[src/rtl/multicycle_control.sv]
// multicycle_control: RV32I multi-cycle sequencer FSM driving a shared ALU and one unified memory port
module multicycle_control (
  input  logic       clk,
  input  logic       rst,
  input  logic [6:0] i_op_code,
  input  logic [2:0] i_func3,
  input  logic [6:0] i_func7,
  input  logic       i_zero,
  input  logic       i_mem_ready,
  output logic       o_mem_req,
  output logic       o_mem_write,
  output logic       o_adr_src,
  output logic       o_ir_write,
  output logic       o_pc_write,
  output logic       o_reg_write,
  output logic [1:0] o_alu_src_a,
  output logic [1:0] o_alu_src_b,
  output logic [1:0] o_result_src,
  output logic [2:0] o_imm_type,
  output logic [2:0] o_alu_control,
  output logic       o_instr_done,
  output logic       o_illegal
);
  typedef enum logic [3:0] {FETCH, DECODE, MEMADR, MEMRD, MEMWB, MEMWR, EXEC_R, EXEC_I, ALUWB, BEQ, JAL} state_t;
  state_t r_state, w_next;
  logic w_is_sw;
  logic [2:0] w_alu_fn;
  logic w_unused;
  assign w_unused = ^{i_func7[6], i_func7[4:0]};
  assign w_is_sw = i_op_code == 7'b0100011;
  assign w_alu_fn = (i_func3 == 3'b111) ? 3'b010 :
                    (i_func3 == 3'b110) ? 3'b011 :
                    (i_func3 == 3'b010) ? 3'b101 :
                    (i_func3 == 3'b000 && r_state == EXEC_R && i_func7[5]) ? 3'b001 : 3'b000;
  always_ff @(posedge clk)
    r_state <= rst ? FETCH : w_next;
  always_comb begin
    w_next = r_state;
    o_mem_req = 1'b0;
    o_mem_write = 1'b0;
    o_adr_src = 1'b0;
    o_ir_write = 1'b0;
    o_pc_write = 1'b0;
    o_reg_write = 1'b0;
    o_alu_src_a = 2'b00;
    o_alu_src_b = 2'b00;
    o_result_src = 2'b00;
    o_imm_type = 3'b000;
    o_alu_control = 3'b000;
    o_instr_done = 1'b0;
    o_illegal = 1'b0;
    if (!rst) begin
      case (r_state)
        FETCH: begin
          o_mem_req = 1'b1;
          o_alu_src_b = 2'b10;
          o_result_src = 2'b10;
          o_ir_write = i_mem_ready;
          o_pc_write = i_mem_ready;
          w_next = i_mem_ready ? DECODE : FETCH;
        end
        DECODE: begin
          o_alu_src_a = 2'b01;
          o_alu_src_b = 2'b01;
          o_imm_type = 3'b010;
          w_next = (i_op_code == 7'b0000011 || w_is_sw) ? MEMADR :
                   (i_op_code == 7'b0110011) ? EXEC_R :
                   (i_op_code == 7'b0010011) ? EXEC_I :
                   (i_op_code == 7'b1100011) ? BEQ :
                   (i_op_code == 7'b1101111) ? JAL : FETCH;
          o_illegal = w_next == FETCH;
          o_instr_done = w_next == FETCH;
        end
        MEMADR: begin
          o_alu_src_a = 2'b10;
          o_alu_src_b = 2'b01;
          o_imm_type = w_is_sw ? 3'b001 : 3'b000;
          w_next = w_is_sw ? MEMWR : MEMRD;
        end
        MEMRD: begin
          o_mem_req = 1'b1;
          o_adr_src = 1'b1;
          w_next = i_mem_ready ? MEMWB : MEMRD;
        end
        MEMWB: begin
          o_result_src = 2'b01;
          o_reg_write = 1'b1;
          o_instr_done = 1'b1;
          w_next = FETCH;
        end
        MEMWR: begin
          o_mem_req = 1'b1;
          o_mem_write = 1'b1;
          o_adr_src = 1'b1;
          o_instr_done = i_mem_ready;
          w_next = i_mem_ready ? FETCH : MEMWR;
        end
        EXEC_R, EXEC_I: begin
          o_alu_src_a = 2'b10;
          o_alu_src_b = (r_state == EXEC_I) ? 2'b01 : 2'b00;
          o_alu_control = w_alu_fn;
          w_next = ALUWB;
        end
        ALUWB: begin
          o_reg_write = 1'b1;
          o_instr_done = 1'b1;
          w_next = FETCH;
        end
        BEQ: begin
          o_alu_src_a = 2'b10;
          o_alu_control = 3'b001;
          o_pc_write = i_zero;
          o_instr_done = 1'b1;
          w_next = FETCH;
        end
        JAL: begin
          o_alu_src_a = 2'b01;
          o_alu_src_b = 2'b10;
          o_pc_write = 1'b1;
          w_next = ALUWB;
        end
        default: w_next = FETCH;
      endcase
    end
  end
endmodule

[config.mk]
export PLATFORM = sky130hd
export DESIGN_NAME = multicycle_control
export DESIGN_NICKNAME = d
export VERILOG_FILES = /design/src/rtl/multicycle_control.sv
export SDC_FILE = /design/constraint.sdc
export NUM_CORES = 1
export LEC_CHECK = 0
export ABC_AREA = 1
export CELL_PAD_IN_SITES_DETAIL_PLACEMENT = 0
export CELL_PAD_IN_SITES_GLOBAL_PLACEMENT = 1
export CORE_UTILIZATION = 23
export CTS_CLUSTER_SIZE = 24
export DETAILED_ROUTE_END_ITERATION = 8
export PLACE_DENSITY_LB_ADDON = 0.25
export SLEW_MARGIN = 10
export SYNTH_ARGS = -nofsm -noshare
export SYNTH_HDL_FRONTEND = slang
export SYNTH_SLANG_ARGS = --single-unit
[constraint.sdc]
create_clock -name clk -period 3.3 [get_ports clk]
set_input_delay 0.495 -clock clk [delete_from_list [all_inputs] [get_ports clk]]
set_output_delay 0.495 -clock clk [all_outputs]
set_load 0.01 [all_outputs]
# ---- After elaboration in Yosys (flattened, before gate mapping)
# Cells that the tools add are included.
dict set report totals {
  reg_bits 4
  output_inout_bits 20
  word_cells 78
}
dict set report op_classes {
  n_eq_ne 19
  n_mux 42
  reduce_logical 16
}
# operator count
set ops {}
lappend ops {{one-hot mux 4 bit (6 select lines)} 1}
lappend ops {{two-way mux 3 bit} 7}
lappend ops {{two-way mux 4 bit} 5}
lappend ops {{two-way mux 1 bit} 18}
lappend ops {{== test 4 x 3 -> 1 bit (second input constant)} 4}
lappend ops {{== test 7 x 6 -> 1 bit (second input constant)} 2}
lappend ops {{== test 7 bit (second input constant)} 2}
lappend ops {{== test 4 bit (second input constant)} 3}
lappend ops {{one-hot mux 2 bit (2 select lines)} 3}
lappend ops {{OR reduction 2 bit} 6}
lappend ops {{OR reduction 3 bit} 3}
lappend ops {{== test 4 x 2 -> 1 bit (second input constant)} 2}
lappend ops {{logical NOT 4 bit} 2}
lappend ops {{two-way mux 2 bit} 4}
lappend ops {{== test 7 x 2 -> 1 bit (second input constant)} 1}
lappend ops {{== test 7 x 5 -> 1 bit (second input constant)} 1}
lappend ops {{== test 3 bit (second input constant)} 2}
lappend ops {{one-hot mux 1 bit (3 select lines)} 2}
lappend ops {{one-hot mux 2 bit (3 select lines)} 1}
lappend ops {{one-hot mux 3 bit (2 select lines)} 1}
lappend ops {{== test 4 x 1 -> 1 bit (second input constant)} 1}
lappend ops {{OR reduction 4 bit} 1}
lappend ops {{== test 3 x 2 -> 1 bit (second input constant)} 1}
lappend ops {{logical NOT 3 bit} 1}
lappend ops {{2 further kinds} 3}

# ---- Depth between registers and ports, before layout
dict set report depth {
  ltp_word 9
  ltp_mapped 8
}

# ---- Least setup slack after synthesis
# OpenSTA, ideal clock, no wires.
dict set report synth_path {
  path_type {input -> output}
  startpoint {input i_op_code[1]}
  endpoint {output o_instr_done}
  arrival_ns 1.157
  required_ns 2.805
  slack_ns 1.648
  path_stages 7
  cell_sequence {nand2_1 inv_1 nand3_1 nand2_1 inv_1 nand3_1 a21oi_1}
}
dict set report synth_between {
  elab_chain_cells 9
  word_cells_on_any_way 15
}
# element line_no
set synth_rtl {}
lappend synth_rtl {{start, declared} 5} ;# input logic [6:0] i_op_code,
lappend synth_rtl {{== test 7 bit} 70} ;# (i_op_code == 7'b1101111) ? JAL : FETCH;
lappend synth_rtl {{two-way mux 4 bit} 70}
lappend synth_rtl {{two-way mux 4 bit} 69} ;# (i_op_code == 7'b1100011) ? BEQ :
lappend synth_rtl {{two-way mux 4 bit} 68} ;# (i_op_code == 7'b0010011) ? EXEC_I :
lappend synth_rtl {{two-way mux 4 bit} 67} ;# (i_op_code == 7'b0110011) ? EXEC_R :
lappend synth_rtl {{two-way mux 4 bit (*)} 66} ;# w_next = (i_op_code == 7'b0000011 || w_is_sw) ? MEMADR :
lappend synth_rtl {{logical NOT 4 bit (*)} 72} ;# o_instr_done = w_next == FETCH;
lappend synth_rtl {{one-hot mux 1 bit (3 select lines) (*)} 53} ;# case (r_state)
lappend synth_rtl {{two-way mux 1 bit (*)} 52} ;# if (!rst) begin
lappend synth_rtl {{end, declared} 21} ;# output logic o_instr_done,
# Every way passes the cells marked *; elsewhere a longest branch is shown, timed or not.

# ---- Worst setup path in the final report
dict set report layout_path {
  startpoint {input i_op_code[3]}
  endpoint {output o_instr_done}
}
# Same word-level chain as after synthesis.

==> tab_implementation.tex <==
\begin{tabular}{lr}
\hline
Metric & Value \\
\hline
\multicolumn{2}{l}{\textbf{GRT}} \\
\quad Number of antenna violations at the first check in global routing & 0 \\
\quad Wire length of the first global-routing pass & 2.80 mm \\
\quad Number of global-route vias before repair & 721 \\
\quad Maximum number of pins on one net before global-route repair & 12 \\
\quad Total GRT Usage & 0.129 \\
\quad Grt total ovfl & 0 \\
\multicolumn{2}{l}{\textbf{Pwr}} \\
\quad Maximum resistive drop on vdd & 0.225 mV \\
\quad Logic pwr share & 0.375 \\
\quad Part of the total power dissipated in the clock network & 0.342 \\
\quad NetSw & 0.0000561 W \\
\quad Reported leakage power & 0.477 nW \\
\quad Power, Total & 0.000182 W \\
\quad Sw frac & 0.308 \\
\quad P per Cell Area & 182 mW/mm\^{}2 \\
\quad Total internal power & 0.000126 W \\
\quad Sequential group share of total power & 0.283 \\
\multicolumn{2}{l}{\textbf{Setup path}} \\
\quad Worst path max stage delay & 0.55 ns \\
\quad Data required time of the worst path & 2.80 ns \\
\quad Element type at the critical path start & input pin \\
\quad Maximum fanout along the worst path & 3 \\
\quad Cells traversed along the worst timing path & clkdlybuf4s50\_1 -> nor2\_1 -> nand3\_1 -> nand2\_1 -> inv\_1 -> nand3\_1 -> a21oi\_1 -> clkdlybuf4s50\_1 \\
\quad Kind of end point of the critical path & output pin \\
\quad Worst EP arrival & 2.14 ns \\
\quad Critical-path top delay cell & sky130\_fd\_sc\_hd\_\_clkdlybuf4s50\_1 \\
\quad Crit Path Class & input pin to output pin \\
\multicolumn{2}{l}{\textbf{Yosys}} \\
\quad Area contributors post-synth & sky130\_fd\_sc\_hd\_\_nand2\_1 18\%, sky130\_fd\_sc\_hd\_\_nor2\_1 14\%, sky130\_fd\_sc\_hd\_\_dfxtp\_1 13\%, sky130\_fd\_sc\_hd\_\_nand3\_1 11\%, sky130\_fd\_sc\_hd\_\_inv\_1 9.1\% \\
\quad Register area share after synthesis & 0.130 \\
\quad Area leader, netlist & sky130\_fd\_sc\_hd\_\_nand2\_1 \\
\quad Top-area cell type share of the netlist area & 0.182 \\
\quad Count of distinct cell types in the synthesized netlist & 22 \\
\quad Flip-flop cell with the highest count after synthesis & sky130\_fd\_sc\_hd\_\_dfxtp\_1 \\
\quad Count of synthesis-stage warnings from yosys & 0 \\
\quad Syn avg cell area & 5.15 um\^{}2 \\
\quad Top cell types by occurrence after synthesis & 30 x sky130\_fd\_sc\_hd\_\_nand2\_1, 23 x sky130\_fd\_sc\_hd\_\_nor2\_1, 15 x sky130\_fd\_sc\_hd\_\_inv\_1, 14 x sky130\_fd\_sc\_hd\_\_nand3\_1, 7 x sky130\_fd\_sc\_hd\_\_a21oi\_1 \\
\quad Number of flops mapped to enable cells by yosys & 0 \\
\quad Cell with the most instances after synthesis & sky130\_fd\_sc\_hd\_\_nand2\_1 \\
\quad Number of register bits inferred by synthesis & 4 \\
\quad Post-synth net total & 141 \\
\quad Synthesized netlist cell count & 120 \\
\quad Proportion of register bits with asynchronous set or reset after synthesis & 0 \\
\quad Post-synthesis cell area & 618 um\^{}2 \\
\multicolumn{2}{l}{\textbf{Layout}} \\
\quad Fin nets & 177 \\
\quad Share of layout cells above drive strength 1 & 0.117 \\
\quad Register bank with the most flops & r\_state \\
\quad Final std cells w/o fill & 184 \\
\quad Synth-to-layout area growth & 61.7\% \\
\quad Number of flip-flops in the largest register & 4 \\
\quad Ant. Diodes & 0 \\
\quad Registers with the most flip-flops & r\_state: 4 flops \\
\multicolumn{2}{l}{\textbf{STA}} \\
\quad Tcrit/Tclk final & 0.800 \\
\quad Period minus WS final & 2.64 ns \\
\quad Worst-case clock skew & 0.00632 ns \\
\quad Peak Freq & 379 MHz \\
\quad Sum Neg Setup Slack & 0 ns \\
\quad Hold slack final & 0.752 ns \\
\quad Hold Fails Final Rpt & 0 \\
\quad Final Slew Violations & 0 \\
\quad \# setup viols final & 0 \\
\quad Unrepaired setup endpoints after global routing & no \\
\multicolumn{2}{l}{\textbf{Place}} \\
\quad Post-Place Cells & 181 \\
\quad Port Buffers & 33 \\
\quad Gp weighted congestion & 0.824 \\
\quad Detailed Place HPWL & 1.57 mm \\
\multicolumn{2}{l}{\textbf{Drt}} \\
\quad DRT antenna net count & 0 \\
\quad Routed WL per cell & 9.77 um \\
\quad Detailed-route vias per instance & 4.56 \\
\quad Detailed Route WL & 1.80 mm \\
\quad Number of design rule violations left after detail routing & 0 \\
\quad Number of vias after detailed routing & 839 \\
\quad Number of detailed-routing iterations run before antenna repair & 4 \\
\quad Initial DRC count & 7 \\
\multicolumn{2}{l}{\textbf{Worst hold path}} \\
\quad Worst hold path type & flop to flop \\
\multicolumn{2}{l}{\textbf{Floorplan}} \\
\quad Vert. Die Dim & 53.8 um \\
\quad I/O pin count & 41 \\
\quad Die Outline Area & 0.00290 mm\^{}2 \\
\quad Core outline area & 0.00250 mm\^{}2 \\
\quad Initial core utilization & 0.247 \\
\quad Horizontal die dimension & 53.8 um \\
\quad Placement Rows & 18 \\
\multicolumn{2}{l}{\textbf{Run status}} \\
\quad Status & complete, no violations \\
\multicolumn{2}{l}{\textbf{Clock network}} \\
\quad Hold\_buf cts & 0 \\
\quad Max clock buf depth & 2 \\
\quad Number of post-CTS setup repair buffers & 0 \\
\quad Post-cts gate resize count & 0 \\
\quad TritonCTS clock tree & built \\
\quad Cts bufs inserted & 3 \\
\quad Clock edge transition at the registers on the reported setup and hold paths & 0.04 ns \\
\quad Number of levels the H-tree was split into & 1 \\
\quad Clock latency on the worst-skew pair & 0.24 ns \\
\quad Library cell used as clock root buffer & sky130\_fd\_sc\_hd\_\_clkbuf\_4 \\
\quad Clock net sink count & 4 \\
\multicolumn{2}{l}{\textbf{Run}} \\
\quad Maxcap violations & 0 \\
\hline
\end{tabular}
## cells in the final DEF, fill, tap and decap left out, drive strengths merged
cell            n
nor3            3
clkbuf          3
dfxtp           4
nor4            1
o211ai          1
clkdlybuf4s50  33
clkinv          2
a31oi           2
inv            18
nor2           28
nand4           3
nand2          33
nand3          14
a21oi           7
buf             1
conb            1
## layer usage
layer,GRT usage,share of wire
met2,0.241,0.51
met1,0.150,0.44
met4,0.0132,0.010
met5,0,0
met3,0.0339,0.045
## power by group through the flow
stage / logic (W) / clock network [W] / registers, W
3_5_place_dp: 0.0000690 / 0 / 0.0000523
3_3_place_gp: 0.0000687 / 0 / 0.0000524
6_report: 0.0000682 / 0.0000623 / 0.0000515
2_1_floorplan: 0.0000312 / 0 / 0.0000519
4_1_cts: 0.0000693 / 0.0000645 / 0.0000515
5_1_grt: 0.0000754 / 0.0000685 / 0.0000517
## cell type report
type                       instances  area (um^2)
inverter                          20         77.6
tap                               30         37.5
timing repair buffer              34          338
clock buffer                       3         22.5
multi-input combinational         93          444
fill                             282         1500
sequential                         4         80.1
## kinds of logic after synthesis
group	count (synthesis)	synth area share
other	1	0.00607
AO/OA/AOI/OAI	10	0.0891
flip-flops	4	0.130
AND/OR/NAND/NOR	82	0.623
buffers and inverters	23	0.152
## critical path: cells and delay by family
| family | cells | cell delay [ns] |
|---|---|---|
| buf+inv | 3 | 1.17 |
| simple gates | 4 | 0.35 |
| compound gates | 1 | 0.13 |
## worst paths after layout
kind                startpoint            to  slack [ns]  depth (start not counted)
setup / recovery  i_op_code[3]  o_instr_done        0.66                          8
hold / removal      r_state[0]    r_state[1]        0.75                          4
setup reg to reg    r_state[1]    r_state[2]        2.11                          6
hold reg to reg     r_state[0]    r_state[1]        0.75                          4
## per-stage QoR
stage	cell area (um^2)	utilization	setup WS (ns)
2_1_floorplan	618	-	1.65
3_3_place_gp	977	0.391	0.642
3_5_place_dp	977	0.391	0.655
4_1_cts	1000	0.400	0.648
5_1_grt	1000	0.400	0.532
6_report	1000	0.400	0.661
(Power assumes the default switching activity.)
